===== src/rtl/cmp2_share_ctrl_pkg.sv =====
// Shared definitions for the two-requester serial equality engine:
// FSM state encoding, requester indices and a grant helper.
package cmp2_share_ctrl_pkg;

    typedef enum logic [1:0] {
        ST_IDLE = 2'd0,
        ST_CMP  = 2'd1,
        ST_DONE = 2'd2
    } state_e;

    localparam logic REQ_ID0 = 1'b0;
    localparam logic REQ_ID1 = 1'b1;

    // One-hot grant vector for a requester index.
    function automatic logic [1:0] id_to_gnt(input logic id);
        return (id == REQ_ID1) ? 2'b10 : 2'b01;
    endfunction

endpackage


===== src/rtl/cmp2_share_ctrl_eq2.sv =====
// eq2: existing 2-bit equality comparator, reused as-is.
module eq2 (
    input  logic [1:0] a,
    input  logic [1:0] b,
    output logic       eq
);

    assign eq = (a == b);

endmodule


===== src/rtl/cmp2_share_ctrl.sv =====
// cmp2_share_ctrl: one eq2 comparator shared round-robin between two
// requesters. The winner's operands are latched and walked two bits per
// cycle, LSB slice first, stopping at the first mismatching slice.
module cmp2_share_ctrl
    import cmp2_share_ctrl_pkg::*;
#(
    parameter int WIDTH = 8
) (
    input  logic             clk,
    input  logic             reset_n,
    input  logic [1:0]       req,
    input  logic [WIDTH-1:0] a0,
    input  logic [WIDTH-1:0] b0,
    input  logic [WIDTH-1:0] a1,
    input  logic [WIDTH-1:0] b1,
    output logic [1:0]       gnt,
    output logic             busy,
    output logic             done,
    output logic             done_id,
    output logic             aeqb
);

    localparam int SLICES = WIDTH / 2;
    localparam int IDX_W  = (SLICES > 1) ? $clog2(SLICES) : 1;

    state_e             state_q, state_d;
    logic               last_q, last_d;
    logic [IDX_W-1:0]   idx_q, idx_d;
    logic [WIDTH-1:0]   a_q, a_d;
    logic [WIDTH-1:0]   b_q, b_d;
    logic [1:0]         gnt_q, gnt_d;
    logic               busy_q, busy_d;
    logic               done_q, done_d;
    logic               done_id_q, done_id_d;
    logic               aeqb_q, aeqb_d;

    logic               win_id;
    logic [1:0]         a_sl [SLICES];
    logic [1:0]         b_sl [SLICES];
    logic [1:0]         cur_a;
    logic [1:0]         cur_b;
    logic               slice_eq;

    // Split the latched operands into 2-bit slices for the serial walk.
    for (genvar gi = 0; gi < SLICES; gi++) begin : g_slice
        assign a_sl[gi] = a_q[2*gi +: 2];
        assign b_sl[gi] = b_q[2*gi +: 2];
    end

    assign cur_a = a_sl[idx_q];
    assign cur_b = b_sl[idx_q];

    eq2 u_eq2 (
        .a  (cur_a),
        .b  (cur_b),
        .eq (slice_eq)
    );

    // Round-robin: a lone request wins outright; on a tie the requester
    // that did not win last time goes next.
    assign win_id = (req == 2'b11) ? ~last_q : req[1];

    // Next-state and registered-output logic.
    always_comb begin
        state_d   = state_q;
        last_d    = last_q;
        idx_d     = idx_q;
        a_d       = a_q;
        b_d       = b_q;
        gnt_d     = gnt_q;
        busy_d    = busy_q;
        done_d    = 1'b0;
        done_id_d = done_id_q;
        aeqb_d    = aeqb_q;
        case (state_q)
            ST_IDLE: begin
                if (req != 2'b00) begin
                    last_d  = win_id;
                    idx_d   = '0;
                    a_d     = (win_id == REQ_ID1) ? a1 : a0;
                    b_d     = (win_id == REQ_ID1) ? b1 : b0;
                    gnt_d   = id_to_gnt(win_id);
                    busy_d  = 1'b1;
                    state_d = ST_CMP;
                end
            end
            ST_CMP: begin
                if (!slice_eq) begin
                    aeqb_d    = 1'b0;
                    done_d    = 1'b1;
                    done_id_d = last_q;
                    state_d   = ST_DONE;
                end else if (idx_q == IDX_W'(SLICES - 1)) begin
                    aeqb_d    = 1'b1;
                    done_d    = 1'b1;
                    done_id_d = last_q;
                    state_d   = ST_DONE;
                end else begin
                    idx_d = idx_q + IDX_W'(1);
                end
            end
            ST_DONE: begin
                gnt_d   = 2'b00;
                busy_d  = 1'b0;
                state_d = ST_IDLE;
            end
            default: begin
                gnt_d   = 2'b00;
                busy_d  = 1'b0;
                state_d = ST_IDLE;
            end
        endcase
    end

    // State and output registers; reset clears everything and re-arms
    // the pointer so requester 0 wins the first tie.
    always_ff @(posedge clk or negedge reset_n) begin
        if (!reset_n) begin
            state_q   <= ST_IDLE;
            last_q    <= REQ_ID1;
            idx_q     <= '0;
            a_q       <= '0;
            b_q       <= '0;
            gnt_q     <= 2'b00;
            busy_q    <= 1'b0;
            done_q    <= 1'b0;
            done_id_q <= 1'b0;
            aeqb_q    <= 1'b0;
        end else begin
            state_q   <= state_d;
            last_q    <= last_d;
            idx_q     <= idx_d;
            a_q       <= a_d;
            b_q       <= b_d;
            gnt_q     <= gnt_d;
            busy_q    <= busy_d;
            done_q    <= done_d;
            done_id_q <= done_id_d;
            aeqb_q    <= aeqb_d;
        end
    end

    assign gnt     = gnt_q;
    assign busy    = busy_q;
    assign done    = done_q;
    assign done_id = done_id_q;
    assign aeqb    = aeqb_q;

endmodule


===== config.mk =====
export PLATFORM = sky130hd
export DESIGN_NAME = cmp2_share_ctrl
export DESIGN_NICKNAME = d
export VERILOG_FILES = /design/src/rtl/cmp2_share_ctrl_pkg.sv /design/src/rtl/cmp2_share_ctrl_eq2.sv /design/src/rtl/cmp2_share_ctrl.sv
export SDC_FILE = /design/constraint.sdc
export NUM_CORES = 1
export LEC_CHECK = 0
export CELL_PAD_IN_SITES_DETAIL_PLACEMENT = 0
export CELL_PAD_IN_SITES_GLOBAL_PLACEMENT = 1
export CORE_MARGIN = 5
export CORE_UTILIZATION = 37
export DETAILED_ROUTE_END_ITERATION = 7
export PLACE_DENSITY_LB_ADDON = 0.1
export SLEW_MARGIN = 20
export SYNTH_ARGS = -nofsm -noshare
export SYNTH_HDL_FRONTEND = slang
export SYNTH_HIERARCHICAL = 1
export SYNTH_SLANG_ARGS = --single-unit

===== constraint.sdc =====
create_clock -name clk -period 3.55 [get_ports clk]
set_clock_uncertainty 0.2 [all_clocks]
set_input_delay 1.065 -clock clk [delete_from_list [all_inputs] [get_ports clk]]
set_output_delay 1.065 -clock clk [all_outputs]
set_load 0.05 [all_outputs]

Word-level counts from Yosys, hierarchy flattened

Cells that the tools add are included.

Bits in registers: 27
Input bits: 36
Output and inout port bits: 6
Logic and storage cells: 61

$add $sub $neg: 1
Magnitude comparators: 1
Equal/unequal tests: 9
Muxes and demuxes: 29
Bitwise operators: 3
Reduce and logical (&&, ||, !) cells: 8

Operators by type and width:

| operator                                                  | count |
|---|---|
| two-way mux 2 bit                                         | 12 |
| two-way mux 8 bit                                         | 2 |
| one-hot mux 2 bit (2 select lines)                        | 3 |
| two-way mux 1 bit                                         | 9 |
| binary-select mux 2 bit (select 2 bit)                    | 2 |
| AND reduction 2 bit                                       | 4 |
| inequality test 2 bit (second input constant)             | 3 |
| equality test 2 bit (second input constant)               | 2 |
| AND reduction 4 bit                                       | 1 |
| nonzero test 2 bit                                        | 2 |
| greater-or-equal comparator 3 bit (second input constant) | 1 |
| inequality test 3 bit (second input constant)             | 1 |
| NOT 2 -> 3 bit                                            | 1 |
| adder 2 x 1 -> 2 bit (second input constant)              | 1 |
| equality test 2 x 1 -> 1 bit (second input constant)      | 1 |
| equality test 2 bit                                       | 1 |
| logical NOT 2 bit                                         | 1 |
| inequality test 2 x 1 -> 1 bit (second input constant)    | 1 |
| NOT 1 bit                                                 | 2 |
| one-hot mux 1 bit (2 select lines)                        | 1 |

Logic depth before layout (Yosys ltp)

Gate-level depths: netlist of the first run.

Depth in word-level cells: 7
Depth in mapped cells: 7
Depth with buffers taken out: 6

Hierarchy

Netlist of the first run, hierarchy kept.

Modules (own cells, without submodules):

| module          | instances | cells an instance | area an instance (um^2) | seq. area each (um^2) |
|---|---|---|---|---|
| cmp2_share_ctrl | 1         | 136               | 1356.3                  | 676.9 |
| eq2             | 1         | 3                 | 21.3                    | 0.0 |

Worst setup path after synthesis of the first run

Ideal clock, no wire load.

Path type: register to register
From: register idx_q[0]
To: register idx_q[1]
Library setup time: 0.132 ns
Data arrival time: 1.787 ns
Required time: 3.218 ns
Slack: 1.431 ns
Stages on the path, launching flop included: 8
Clock period less this slack: 2.119 ns
Path through: dfrtp_1 > buf_2 > mux4_2 > xor2_1 > nor2_1 > nand4bb_1 > o21ai_1 > o22ai_1

Cells in the longest elaborated chain, start to end: 7
Elaborated cells on any way between the ends: 16
Classes of those cells: 1 x add/sub; 4 x eq/ne; 9 x mux; 1 x bitwise; 1 x reduce/logical

RTL lines:

| what                                                 | line                     | RTL |
|---|---|---|
| start: declaration                                   | cmp2_share_ctrl.sv:28    | `logic [IDX_W-1:0] idx_q, idx_d;` |
| start signal: assignment                             | cmp2_share_ctrl.sv:132   | `idx_q <= idx_d;` |
| NOT 2 -> 3 bit (implied by the code)                 | cmp2_share_ctrl.sv:51    | `assign cur_b = b_sl[idx_q];` |
| binary-select mux 2 bit (select 2 bit)               | cmp2_share_ctrl.sv:51    |  |
| two-way mux 2 bit (implied by the code) (2 in a row) | cmp2_share_ctrl.sv:51    |  |
| via cur_b[1]                                         | cmp2_share_ctrl.sv:41    | `logic [1:0] cur_b;` |
| equality test 2 bit                                  | cmp2_share_ctrl_eq2.sv:8 | `assign eq = (a == b);` |
| via slice_eq                                         | cmp2_share_ctrl.sv:42    | `logic slice_eq;` |
| inequality test 2 bit (no source line)               | -                        |  |
| AND reduction 4 bit (no source line)                 | -                        |  |

The timed path passes the listed nets, and every way through them passes these cells. The select of a mux whose other input is x is not followed.
A chain may end at the register's enable or synchronous reset.

Final worst setup path of the first run

From: register done_id_q, in the netlist done_id
To: output port done_id

RTL lines:

| what                     | line                   | RTL |
|---|---|---|
| start: declaration       | cmp2_share_ctrl.sv:34  | `logic done_id_q, done_id_d;` |
| start signal: assignment | cmp2_share_ctrl.sv:138 | `done_id_q <= done_id_d;` |
| end: declaration         | cmp2_share_ctrl.sv:19  | `output logic done_id,` |

No word-level cell between the ends.

==> key figures, run 1 <==
Floorplan
  – Num rows: 22
  – Initial Util: ~38%
  – Core area: approximately 3600 um2
  – Die width: just over 70 um
  – Top Ports: 42
  – Die height: 71.02 um
  – Die ar.: 5043 um2

GRT
  – Number of global-route vias before repair: 1241
  – First-pass GRT wire length: 5533 um
  – Number of antenna violations at the first check in global routing: 0
  – GRT overflow: 0
  – Largest net degree at the start of global routing: 28
  – All-Layer GR Usage: 13.51%

Pwr
  – Worst vdd ir: around 0.22 mV
  – Pwr Total: 1438 uW
  – Sw power: 589.6 uW
  – Sw Share: 41.01%
  – Power Dens Cells: 779.5 nW/um2
  – Comb power frac: 48.0%
  – Register share of total power: 39.7%
  – Clk network pwr share: around an eighth
  – P_leak: 0.0007413 uW
  – Cell-internal power: 848.0 uW

Critical path
  – Worst EP arrival: 1.43 ns
  – Worst Setup End Kind: primary output
  – Bufs and invs on worst path: 1
  – Crit-path leading delay family: buffers and inverters
  – Data required time of the worst path: 2.28 ns
  – Worst-path cell chain: clkdlybuf4s50_1
  – CP max stage delay: 0.80 ns
  – Type of the worst setup path: flop to primary output
  – CP Launch Type: flop
  – Critical path's slowest cell: clkdlybuf4s50_1
  – Max FO, Critical Path: 2

Logic synthesis
  – Main flop type after synthesis: dfrtp_1
  – Unique masters post-synth: 29
  – EDFF count, synth: 0
  – Share of the synthesized area in the top cell type: between 40% and 50%
  – Async S/R FF share, synth: 100.0%
  – Top cells by area, synth: dfrtp_1 47%, nand2_1 8.7%, a31oi_1 7.7%, a21oi_1 6.9%, mux4_2 6.5%
  – Synth area leader: dfrtp_1
  – Syn Nets: 176
  – Synthesized area: 1378 um2
  – Avg Inst Size Synth: 9.911 um2
  – Synth Warn #: 6
  – Synth Register Bits: 27
  – Post-Syn Instances: 139
  – Sequential element share of the synthesized area: 49.14%

Outcome
  – Status: finished clean

Drt
  – Post-route ant nets: 0
  – Initial DRT Pass Iterations: 4
  – Via Count: 1123
  – Post-Route WL: 2992 um
  – Routed WL per cell: between 10 and 15 um
  – Drt drc: 0
  – Vias/cell: 4.991
  – Drt initial violations: 48

Layout
  – Fill cells: about 380
  – Nets@finish: 215
  – Synthesis-to-finish area growth: 33.88%
  – Layout cells sized above 1: 9.605%
  – Antenna diodes: 0

STA
  – Final setup viols: 0
  – Fin Hold WS: 0.3222 ns
  – Setup TNS: 0 ns
  – Final-report hold violation count: 0
  – F_max: about 0.37 GHz
  – Final min period: 2.696 ns
  – Crit share post-route: 75.94%
  – RSZ-0062 raised after global routing: false
  – Slew @ Worst Pin: approximately 0.66 ns
  – Fin worst setup slack: 0.8543 ns
  – Slew margin rel.: 55.68%
  – Slew Viols, Final: 0

Placement
  – Dpl ws: 0.7863 ns
  – Hpwl dp: 2303 um
  – RePlAce Congestion: 0.6897
  – Port Buf Inserts: 41

Clocking
  – Hold_buf cts: 0
  – # clock sinks: 27
  – CTS buffer count: 3
  – Max H-tree Level: 1
  – Postcts setup bufs: 0
  – CTS root buf: clkbuf_8
  – Worst skew pair latency: 0.27 ns
  – Clk buf depth: 2
  – Clock transition at path regs: around 0.09 ns
  – Post-CTS sizing: 0
  – TritonCTS clock tree: done

Flow run
  – Max_cap viols: 0

Hold path
  – Min-delay worst type: flop to flop
kinds of logic after synthesis:
family	after synthesis	share of synthesized area [%]
compound gates	46	20.89
xor+xnor	2	1.272
fa+ha+maj	1	0.9081
buf+inv	13	5.722
flops	27	49.14
mux	6	8.084
simple gates	44	13.99
registers in the layout, summed over array words and instances (netlist names):
| signal | count |
|---|---|
| a_q | 8 |
| b_q | 8 |
| gnt | 2 |
| idx_q | 2 |
| state_q | 2 |
| aeqb | 1 |
| busy | 1 |
| done | 1 |
| done_id | 1 |
| last_q | 1 |
power groups by stage:
stage	clock [uW]	sequential (uW)	combinational (uW)
2_1_floorplan	0	631	459
3_3_place_gp	0	576	690
3_5_place_dp	0	579	702
4_1_cts	185	575	702
5_1_grt	194	594	780
6_report	176	571	691
layout by cell type (no fill, tap or decap), drive strengths merged:
cell           Yosys  layout
dfstp              1       1
ha                 1       1
a21bo              1       1
o22ai              2       2
nand2b             2       2
mux2               1       1
a21oi             20      20
nand4bb            1       1
xor2               2       2
clkbuf             0       3
nor2               7       7
clkinvlp           0       1
a31oi             17      17
buf                8       1
inv                5       5
clkdlybuf4s50      0      41
mux2i              1       1
nand2             32      32
dfrtp             26      26
o21ba              1       1
o21ai              2       2
a21boi             1       1
or2                2       2
mux4               4       4
a2bb2oi            1       1
o21bai             1       1
cell type report:
| type | instances | area (um2) | area share, % |
|---|---|---|---|
| sequential | 27 | 676.9 | 36.70 |
| tap | 48 | 60.06 | 3.256 |
| clock inverter | 1 | 7.507 | 0.4071 |
| inverter | 5 | 18.77 | 1.018 |
| multi-input combinational | 99 | 621.8 | 33.72 |
| timing repair buffer | 42 | 417.9 | 22.66 |
| clock buffer | 3 | 41.29 | 2.239 |
worst paths after layout:
kind                            cells after the start      from  endpoint  slack (ns)
worst max-delay path                                1   done_id   done_id        0.85
worst min register to register                      2    gnt[1]    gnt[1]        0.32
worst max register to register                      6  idx_q[0]  idx_q[1]        1.15
worst min-delay path                                2    gnt[1]    gnt[1]        0.32
max in group asynchronous                           2   reset_n    last_q        1.88
min in group asynchronous                           2   reset_n    gnt[1]        0.97
metal layers:
metal,track usage (%),vias to the layer above,wire [um]
li1,-,566,-
met1,16.58,525,1346
met2,23.79,28,1464
met3,2.557,4,133
met4,4.384,0,47
met5,0,-,0
synth_stat cells, types with 3 or more instances:
master   count
a31oi_1     17
mux4_2       4
nand2_1     32
dfrtp_1     26
inv_1        5
buf_4        3
nor2_1       5
a21oi_1     19
buf_2        3
through the flow:
step	utilization [%]	area (um2)	std cells
2_1_floorplan	-	1378	139
3_3_place_gp	49.41	1795	221
3_5_place_dp	49.41	1795	221
4_1_cts	50.76	1844	225
5_1_grt	50.76	1844	225
6_report	50.76	1844	225
(Power assumes the default switching activity.)
==> inputs of run 2 (changes only) <==
--- a/config.mk
+++ b/config.mk
@@ -8,7 +8,7 @@
 export CELL_PAD_IN_SITES_DETAIL_PLACEMENT = 0
 export CELL_PAD_IN_SITES_GLOBAL_PLACEMENT = 1
 export CORE_MARGIN = 5
-export CORE_UTILIZATION = 37
+export CORE_UTILIZATION = 34
 export DETAILED_ROUTE_END_ITERATION = 7
 export PLACE_DENSITY_LB_ADDON = 0.1
 export SLEW_MARGIN = 20
==> constraint.sdc (replaced) <==
create_clock -name clk -period 2.65 [get_ports clk]
set_clock_uncertainty 0.2 [all_clocks]
set_input_delay 0.795 -clock clk [delete_from_list [all_inputs] [get_ports clk]]
set_output_delay 0.795 -clock clk [all_outputs]
set_load 0.05 [all_outputs]
==> run 2 against run 1 <==
Compared with the run above:
- non-clock buffer count did not move
- count of clock-buffer cells in the layout did not move
- combinational power rose by 36%
- critical path depth did not move
- register-to-register slack got worse by 0.91 ns
- total power rose by 35%
- global-route usage fell by 0.18 points
- critical endpoint is now gnt[1]
- sequential power rose by 34%
- first-iteration DRC count fell by 25%
- flip-flop and latch count did not move
- cell area did not move
- sequential share of layout area did not move
==> key figures, run 2 (same netlist as run 1, synthesis figures left out) <==
GRT
  – Largest net degree at the start of global routing: 28 (unchanged)
  – Number of antenna violations at the first check in global routing: 0 (unchanged)
  – All-Layer GR Usage: 13.33% (-0.18 points)
  – First-pass GRT wire length: 5623 um (+1.6%)
  – GRT overflow: 0 (unchanged)
  – Number of global-route vias before repair: 1228 (-1.0%)

Critical path
  – Crit-path leading delay family: buffers and inverters
  – Reg2Reg Setup Slack: 0.24 ns (-0.91 ns)
  – Data required time of the worst path: 1.66 ns (-0.62 ns)
  – Worst-path cell chain: clkdlybuf4s50_1
  – Worst EP arrival: 1.43 ns (about the same)
  – Type of the worst setup path: flop to primary output
  – CP max stage delay: 0.80 ns (about the same)
  – Bufs and invs on worst path: 1 (unchanged)
  – Worst Setup End Kind: primary output
  – Critical path's slowest cell: clkdlybuf4s50_1
  – Max FO, Critical Path: 2 (unchanged)
  – CP Launch Type: flop

Drt
  – Initial DRT Pass Iterations: 4 (unchanged)
  – Post-Route WL: 3245 um (+8.5%)
  – Vias/cell: 5.066 (+1.5%)
  – Drt drc: 0 (unchanged)
  – Routed WL per cell: 14.30 um (+7.5%)
  – Post-route ant nets: 0 (unchanged)
  – Drt initial violations: 36 (-25%)
  – Via Count: 1150 (+2.4%)

Pwr
  – Pwr Total: 1944 uW (+35%)
  – Power Dens Cells: 1054 nW/um2 (+35%)
  – P_leak: 0.0007450 uW (+0.51%)
  – Worst vdd ir: 0.3466 mV (+56%)

Clocking
  – TritonCTS clock tree: done
  – CTS root buf: clkbuf_8
  – # clock sinks: 27 (unchanged)
  – CTS buffer count: 3 (unchanged)
  – Postcts setup bufs: 0 (unchanged)
  – Hold_buf cts: 0 (unchanged)
  – Worst skew pair latency: 0.27 ns (about the same)
  – Max H-tree Level: 1 (unchanged)
  – Post-CTS sizing: 0 (unchanged)
  – Clock transition at path regs: 0.10 ns (about the same)
  – Clk buf depth: 2 (unchanged)

STA
  – Final min period: 2.425 ns
  – Slew margin rel.: 51.35% (-4.3 points)
  – Final setup viols: 0 (unchanged)
  – Setup TNS: 0 ns (unchanged)
  – F_max: 0.4123 GHz
  – Slew @ Worst Pin: 0.7290 ns (+0.06490 ns)
  – RSZ-0062 raised after global routing: false
  – Slew Viols, Final: 0 (unchanged)
  – Final-report hold violation count: 0 (unchanged)
  – Crit share post-route: 91.52%

Floorplan
  – Core area: 3971 um2 (+9.3%)
  – Num rows: 23 (+4.5%)
  – Top Ports: 42 (unchanged)
  – Initial Util: 34.69% (-3.2 points)
  – Die width: 73.65 um (+3.7%)
  – Die ar.: 5424 um2 (+7.6%)
  – Die height: 73.65 um (+3.7%)

Layout
  – Biggest regs: a_q (8), b_q (8)
  – Commonest non-fill, non-tap cell in the layout: clkdlybuf4s50_1
  – Commonest non-fill, non-tap cells in the layout: 41 x clkdlybuf4s50_1, 32 x nand2_1, 26 x dfrtp_1
  – Antenna diodes: 0 (unchanged)
  – Synthesis-to-finish area growth: 33.88% (unchanged)
  – Post-Layout Cell Count: 227 (+0.89%)
  – Layout cells sized above 1: 9.605% (unchanged)
  – Nets@finish: 215 (unchanged)

Hold path
  – Min-delay worst type: flop to flop

Placement
  – Placed insts: 223 (+0.90%)
  – Hpwl dp: 2439 um (+5.9%)
  – Port Buf Inserts: 41 (unchanged)
  – RePlAce Congestion: 0.7524 (+9.1%)

Outcome
  – Status: finished clean

Flow run
  – Max_cap viols: 0 (unchanged)
## run 2: changes by cell type in the layout (fill, tap and decap cells not counted), sizes merged
cell and change:
clkinvlp -1, clkinv +1
## run 2: power breakdown
group	internal, uW	switching [uW]
Clock	105	134
Sequential	615	151
Combinational	414	523
Total	1130	809
## run 2: final timing paths
path	from	to	cells after the start
worst max-delay path	gnt[1]	gnt[1]	1
min in group asynchronous	reset_n	gnt[0]	2
worst max register to register	idx_q[0]	idx_q[1]	6
worst min-delay path	done_id	done_id	1
max in group asynchronous	reset_n	last_q	2
worst min register to register	done_id	done_id	1
## run 2: cell type report
cell class	instances	area, um2
fill	390	2127
sequential	27	676.9
inverter	5	18.77
multi-input combinational	99	621.8
timing repair buffer	42	417.9
tap	50	62.56
clock buffer	3	41.29
clock inverter	1	5.005
## run 2: layer usage
metal / routed length, um / part of all wire (%) / global-route usage [%]
met3: 169 / 5.2 / 2.462
met1: 1441 / 44 / 16.80
met5: 0 / 0 / 0
met4: 22 / 0.68 / 4.024
met2: 1611 / 50 / 23.03
## run 2: per-stage QoR
step,hold WS (ns),cell area (um2),setup slack (ns),utilization [%]
after global placement,0.2925,1798,0.1470,45.27
final,0.3325,1844,0.2246,46.44
after detailed placement,0.3208,1798,0.1515,45.27
after global routing,0.3466,1844,0.06195,46.44
after CTS,0.3414,1844,0.2008,46.44
after floorplan,0.2913,1378,0.5313,-
